`config.mk`:
```
export PLATFORM = sky130hd
export DESIGN_NAME = if_id_skid_register
export DESIGN_NICKNAME = d
export VERILOG_FILES = /design/src/rtl/if_id_skid_register.sv
export SDC_FILE = /design/constraint.sdc
export NUM_CORES = 1
export LEC_CHECK = 0
export CORE_MARGIN = 1
export CORE_UTILIZATION = 49
export DETAILED_ROUTE_END_ITERATION = 16
export PLACE_DENSITY = 0.89
export SLEW_MARGIN = 20
export SYNTH_ARGS = -nofsm -noshare
export SYNTH_HDL_FRONTEND = slang
export SYNTH_SLANG_ARGS = --single-unit
```
`constraint.sdc`:
```
create_clock -name clk -period 6.08 [get_ports clk]
set_input_delay 1.216 -clock clk [delete_from_list [all_inputs] [get_ports clk]]
set_output_delay 1.216 -clock clk [all_outputs]
set_load 0.03 [all_outputs]
```
`src/rtl/if_id_skid_register.sv`:
```
// IF/ID pipeline register built as a 2-entry skid buffer with valid/ready on both sides.
// Define IF_ID_SKID_PERF_CNT_EN to add the stall_cycles / flush_drops counters.
module if_id_skid_register #(
  parameter int                XLEN      = 32,
  parameter int                ILEN      = 32,
  parameter logic [ILEN-1:0]   NOP_INSTR = 32'h00000013,
  parameter logic [XLEN-1:0]   BUBBLE_PC = '0,
  parameter int                CNT_W     = 16
) (
  input  logic             clk,
  input  logic             reset,
  input  logic             in_valid,
  output logic             in_ready,
  input  logic [ILEN-1:0]  in_instr,
  input  logic [XLEN-1:0]  in_pc,
  input  logic             flush,
  output logic             out_valid,
  input  logic             out_ready,
  output logic [ILEN-1:0]  out_instr,
  output logic [XLEN-1:0]  out_pc,
`ifdef IF_ID_SKID_PERF_CNT_EN
  output logic [CNT_W-1:0] stall_cycles,
  output logic [CNT_W-1:0] flush_drops,
`endif
  output logic [1:0]       occupancy
);

  // Encoding is {skid_valid, main_valid}, so the valid bits fall straight out of the state.
  typedef enum logic [1:0] {
    EMPTY = 2'b00,
    BUSY  = 2'b01,
    FULL  = 2'b11
  } state_e;

  state_e            state_q, state_d;
  logic [ILEN-1:0]   main_instr_q, main_instr_d;
  logic [XLEN-1:0]   main_pc_q, main_pc_d;
  logic [ILEN-1:0]   skid_instr_q, skid_instr_d;
  logic [XLEN-1:0]   skid_pc_q, skid_pc_d;

  logic main_valid, skid_valid, accept, consume;

  assign main_valid = state_q[0];
  assign skid_valid = state_q[1];

  // in_ready comes only from registers so decode backpressure never ripples into fetch.
  assign in_ready  = ~skid_valid;
  assign out_valid = main_valid;
  assign accept    = in_valid & in_ready;
  assign consume   = main_valid & out_ready;
  assign occupancy = {1'b0, main_valid} + {1'b0, skid_valid};

  assign out_instr = main_valid ? main_instr_q : NOP_INSTR;
  assign out_pc    = main_valid ? main_pc_q    : BUBBLE_PC;

  always_comb begin
    // NOTE: every signal gets a default before the case so no path can infer a latch.
    state_d      = state_q;
    main_instr_d = main_instr_q;
    main_pc_d    = main_pc_q;
    skid_instr_d = skid_instr_q;
    skid_pc_d    = skid_pc_q;

    unique case (state_q)
      EMPTY: begin
        if (accept) begin
          state_d      = BUSY;
          main_instr_d = in_instr;
          main_pc_d    = in_pc;
        end
      end
      BUSY: begin
        if (accept && consume) begin
          main_instr_d = in_instr;
          main_pc_d    = in_pc;
        end else if (accept) begin
          state_d      = FULL;
          skid_instr_d = in_instr;
          skid_pc_d    = in_pc;
        end else if (consume) begin
          state_d = EMPTY;
        end
      end
      FULL: begin
        if (consume) begin
          state_d      = BUSY;
          main_instr_d = skid_instr_q;
          main_pc_d    = skid_pc_q;
        end
      end
      default: state_d = EMPTY;
    endcase

    if (flush) state_d = EMPTY;
  end

  // NOTE: state uses non-blocking assignments so every flop updates from pre-edge values.
  always_ff @(posedge clk or negedge reset) begin
    if (!reset) state_q <= EMPTY;
    else        state_q <= state_d;
  end

  // NOTE: payload carries no reset; it is masked by the valid bits and never visible while stale.
  always_ff @(posedge clk) begin
    main_instr_q <= main_instr_d;
    main_pc_q    <= main_pc_d;
    skid_instr_q <= skid_instr_d;
    skid_pc_q    <= skid_pc_d;
  end

`ifdef IF_ID_SKID_PERF_CNT_EN
  logic [CNT_W-1:0] stall_q, drops_q;
  logic             stall_inc, drop_inc;

  assign stall_inc = main_valid & ~out_ready & ~(&stall_q);
  assign drop_inc  = flush & ((occupancy != 2'd0) | accept) & ~(&drops_q);

  always_ff @(posedge clk or negedge reset) begin
    if (!reset) begin
      stall_q <= '0;
      drops_q <= '0;
    end else begin
      if (stall_inc) stall_q <= stall_q + 1'b1;
      if (drop_inc)  drops_q <= drops_q + 1'b1;
    end
  end

  assign stall_cycles = stall_q;
  assign flush_drops  = drops_q;
`endif

endmodule

```
==> metrics.txt <==
endpoint type of the worst setup path=output port; Worst Hold Slack=0.538 ns; most frequently used flop master after synthesis=sky130_fd_sc_hd__edfxtp_1; RSZ-0062 raised after global routing=false; worst-skew pair later-pin latency=slightly above 0.5 ns; clock tree from TritonCTS=yes; vias in the first global route=between 3000 and 4000; number of filler instances in the final layout=~660; die boundary height=106 µm; post-detailed-placement half-perimeter wirelength=between 6000 and 7000 µm; global routing usage summed across all routing layers=between 10% and 20%; maximum root-to-sink buffer count=2; Site Rows=37; number of enable-type register cells in the synthesized netlist=around 130; vias after detailed routing=2942; final-stage net count=around 510; most frequent standard cell in the layout excluding fill and tap cells=sky130_fd_sc_hd__clkdlybuf4s50_1; setup slack of the worst register-to-register path=a little under 3 ns; top cells by area, synth=sky130_fd_sc_hd__edfxtp_1 (73%), sky130_fd_sc_hd__mux2_2 (14%), sky130_fd_sc_hd__and2_1 (7.2%); Synth Warn #=0; largest incremental delay on the critical path=roughly 0.99 ns; startpoint types=register; number of cells produced by synthesis=293; Reg2Reg Capture Point=main_pc_q[22]; count of pins on the block boundary=137; FF-to-FF path depth=6; endpoint of the worst setup timing path=occupancy[1]; Max IR drop VDD=roughly 0.00023 V; crit path max fanout=between 70 and 80; number of input and output port buffers inserted=between 100 and 150; share of final-layout standard cells stronger than drive strength 1=between 20 and 25%; share of flip-flops with an asynchronous set or reset=1.54%; period utilisation layout=between 70 and 80%; total negative slack for setup checks=0 ns; wire length of the first global-routing pass=about 15000 µm; area grow syn2layout=41.0%; Post-Synthesis Mean Instance Area=about 18 µm²; Crit. Startpoint=state_q[0]; sequential fraction of the synthesis area=approximately 74%; kind of critical path=reg2out; reg2reg start=state_q[0]; relative slew slack=roughly 36%; Post-CTS Setup Repair Bufs=0; initial antenna violation count=0; clock skew=about 0.012 ns; largest net degree at the start of global routing=slightly above 70; CTS clock-pin slew for the worst setup and hold paths=around 0.060 ns; total detailed-routing wirelength=9950 µm; Final setup violation count=0; RD Place Congestion=0.731; remaining global-route overflow=0; H-Tree Level Count=4; number of synthesized register bits=130; Mapped Area=about 5300 µm²; Final Hold Violating Endpoints=0; leading area contributor after synthesis=sky130_fd_sc_hd__edfxtp_1; commonest non-fill, non-tap cells in the layout=sky130_fd_sc_hd__clkdlybuf4s50_1 (136), sky130_fd_sc_hd__edfxtp_1 (128), sky130_fd_sc_hd__mux2_2 (64); number of inserted diodes=0; hold buffers post-CTS=0; residual antenna-violating net count after detailed routing=0; Die Wd=~110 µm; data arrival time of the critical path=roughly 3.2 ns; mean number of vias per cell=~5.0; required time at the worst-slack endpoint=4.86 ns; starting utilization of the core area=50.8%; Core Box Area=about 10000 µm²; Unique masters post-synth=23; areal power density over the cells=about 470 nW/µm²; number of resized instances in the post-cts repair step=0; post-detailed-route wirelength per cell=17.0 µm; sinks on the clock net=between 100 and 150; area share of the largest cell type after synthesis=between 70% and 80%; TritonCTS Buffers=17; Min Clock Period, post-route=between 4 and 5 ns; root buffer cell=sky130_fd_sc_hd__clkbuf_8; min-delay worst type=reg2reg; count of max-cap constraint violations=0; leakage power=between 2 and 3 nW; Achievable Freq=~230 MHz; count of unresolved DRC violations after routing=0; pin slew with the least headroom to its limit=0.956 ns; run status=finished, final reports clean; synthesized netlist net count=about 370; number of iterations in the first detailed-routing pass=4; area of the die=around 11000 µm²; iteration-0 DRC count of the detailed router=around 130; list of cells traversed by the critical path=ha_4 -> clkdlybuf4s50_1; Max stage delay cell, worst path=sky130_fd_sc_hd__dfrtp_2; Final Max Slew Viols=0
==> power breakdown <==
| part | total, mW | internal, mW | switching [mW] | leakage (nW) |
|---|---|---|---|---|
| Sequential | 1.43 | 1.33 | 0.101 | 1.22 |
| Clock | 1.05 | 0.703 | 0.344 | 0.287 |
| Combinational | 1.02 | 0.422 | 0.594 | 1.03 |
==> cell type report <==
cell class | instances | area [µm²] | area share (%)
clock buffer | 21 | 429 | 5.78
clock inverter | 11 | 185 | 2.49
inverter | 2 | 7.51 | 0.101
multi-input combinational | 147 | 1320 | 17.8
sequential | 130 | 3890 | 52.4
tap | 136 | 170 | 2.29
timing repair buffer | 140 | 1420 | 19.2
==> state kept, by name (all words and copies together), names as in the netlist <==
signal        flops
state_q           2
skid_instr_q     32
main_instr_q     32
main_pc_q        32
skid_pc_q        32
==> layer usage <==
layer	routed length (µm)	up-vias	track usage, %	share of wire [%]
li1	-	1380	-	-
met1	4230	1428	22.8	42
met2	5030	117	30.9	51
met3	525	17	5.01	5.3
met4	171	0	8.93	1.7
met5	0	-	0	0
==> cells in the mapped netlist, drive strengths merged (2+ instances only) <==
master  number
nand2b       5
inv          2
mux2        65
ha           4
a21oi        2
buf         11
and2        61
edfxtp     128
dfrtp        2
nor2         2
clkbuf       3
==> worst min path at each step <==
stage                             to              from  depth (start not counted)  slack [ns]
floorplan           main_instr_q[10]  skid_instr_q[10]                          1        0.52
global placement        main_pc_q[9]      skid_pc_q[9]                          1        0.53
detailed placement      main_pc_q[3]      skid_pc_q[3]                          1        0.53
CTS                 main_instr_q[23]  skid_instr_q[23]                          1        0.54
global route        main_instr_q[23]  skid_instr_q[23]                          1        0.55
finish              main_instr_q[23]  skid_instr_q[23]                          1        0.54
==> critical path, delay by kind of cell (launching register included) <==
kind	cells	cell delay (ns)
buffers and inverters	1	0.82
flip-flops	1	0.99
adder cells (fa/ha/maj)	1	0.85
==> per-stage QoR <==
step / cell area (µm²) / util, % / power, mW / instances / setup WS, ns
3_5_place_dp: 6770 / 65.3 / 2.45 / 553 / 2.14
4_1_cts: 7380 / 71.2 / 3.50 / 585 / 1.60
3_3_place_gp: 6770 / 65.3 / 2.41 / 553 / 2.25
6_report: 7430 / 71.7 / 3.50 / 587 / 1.67
5_1_grt: 7430 / 71.7 / 3.63 / 587 / 1.45
2_1_floorplan: 5270 / - / 2.02 / 293 / 1.04
==> cell families (layout without fill, tap and decap cells) <==
| logic type | Yosys count | in the layout | share of synthesized area, % |
|---|---|---|---|
| DFF | 130 | 130 | 73.9 |
| xor gates and xnor gates | 1 | 1 | 0.166 |
| and+or+nand+nor | 71 | 71 | 8.43 |
| adders and majority gates | 4 | 4 | 0.949 |
| buffers and inverters | 16 | 174 | 1.69 |
| AOI/OAI and AO/OA | 5 | 5 | 0.760 |
| muxes | 66 | 66 | 14.1 |
(Power assumes the default switching activity.)
==> edit: new RTL, same flow settings <==
Set the parameter `ILEN` to 48 (it was 32).
--- a/src/rtl/if_id_skid_register.sv
+++ b/src/rtl/if_id_skid_register.sv
@@ -4,3 +4,3 @@
   parameter int                XLEN      = 32,
-  parameter int                ILEN      = 32,
+  parameter int                ILEN      = 48,
   parameter logic [ILEN-1:0]   NOP_INSTR = 32'h00000013,
Interface: changed (resized in_instr and out_instr); port bits go from 137 to 169. No check against the original RTL was run, so the function may have changed too.
==> edit against the unedited design <==
- fmax rose by 18%
- power rose by 15%
- design area rose by 20%
- worst setup slack improved by 660 ps
- sequential share of layout area rose by 1.9 points
- core utilization fell by 1.7 points
- routed wire length rose by 26%
- non-clock buffer count rose by 31
- synthesized area rose by 23%
- sequential cell count rose by 32
- hold slack improved by 5.7 ps
- largest power group unchanged
- highest routed layer unchanged
==> edit: results (changes against the unedited design) <==
stage;metric;value;unit;change
global_route;Tot GR Track Use;18.8;%;+0.15 points
cts;Root Buffer Master;clkbuf_16;;
placed_design;placement-stage cell area;8370;sq um;+24%
route;initial drt markers;272;;+110%
outcome;status;completed;;
worst_setup_path;Critical Path AT;2530;ps;-660 ps
route;wire per inst;17.5;um;+3.3%
final_layout;CLK BUF;18;;-14%
placed_design;pre-CTS setup slack;2500;ps;+363 ps
synthesis;largest cells by area after synthesis;edfxtp_1 74%, mux2_2 14%, and2_1 7.4%;;
route;Detail Route met3 WL;838;um;+60%
power;Seq pwr share;44.6;%;+3.6 points
global_route;met3 Track Usage GR;6.08;%;+1.1 points
power;switching pwr;1.27;mW;+22%
synthesis;Synth Register Bits;162;;+25%
timing;hold_ws;544;ps;+5.69 ps
final_layout;Multi-input gate area;1590;sq um;+20%
synthesis;Post-Synthesis Net Count;450;;+23%
worst_setup_path;R2R setup slack;3020;ps;+60 ps
power;Clk pwr share;25.4;%;-4.5 points
final_layout;Area growth, synth to finish;37.5;%;
final_layout;Reg area;4860;sq um;+25%
final_layout;Clock-cell share;6.35;%;-1.9 points
global_route;M2 GR Usage;31.1;%;+0.19 points
final_layout;layout cell share with drive strength beyond 1;21.8;%;-0.82 points
route;Metal-1 WL;5240;um;+24%
cts;Skew-Pair Late Insertion Delay;410;ps;-100 ps
synthesis;Synth top cells by count;160 x edfxtp_1, 80 x mux2_2, 77 x and2_1;;
synthesis;Post-synth ARST share;1.23;%;-0.30 points
placed_design;Cell Count Post-Placement;686;;+24%
timing;setup ws final;2330;ps;+661 ps
route;met2 wire length;6210;um;+24%
route;Vias;3620;;+23%
power;sw frac;31.6;%;+1.8 points
power;Worst VDD drop;0.350;mV;+54%
timing;Worst-Margin Slew;1110;ps;+153 ps
## edit: worst paths after layout
path	start	endpoint	cells after the start
max	state_q[0]	occupancy[0]	3
min	skid_pc_q[7]	main_pc_q[7]	1
max reg2reg	state_q[0]	main_pc_q[27]	5
min reg2reg	skid_pc_q[7]	main_pc_q[7]	1
max in group asynchronous	reset	state_q[0]	1
min in group asynchronous	reset	state_q[0]	1
## edit: worst max-delay path: stages, from the launching register on
cell and delay (ps):
dfrtp_4 890, inv_1 150, ha_1 380, clkdlybuf4s50_1 690
## edit: cells by family (layout without fill, tap and decap cells)
| group | Yosys count | in the layout | synth area share, % |
|---|---|---|---|
| and+or+nand+nor | 87 | 87 | 8.25 |
| xor gates and xnor gates | 1 | 1 | 0.135 |
| buffers and inverters | 20 | 205 | 1.39 |
| muxes | 82 | 82 | 14.2 |
| AOI/OAI and AO/OA | 5 | 5 | 0.616 |
| DFF | 162 | 162 | 74.7 |
| adders and majority gates | 4 | 4 | 0.770 |
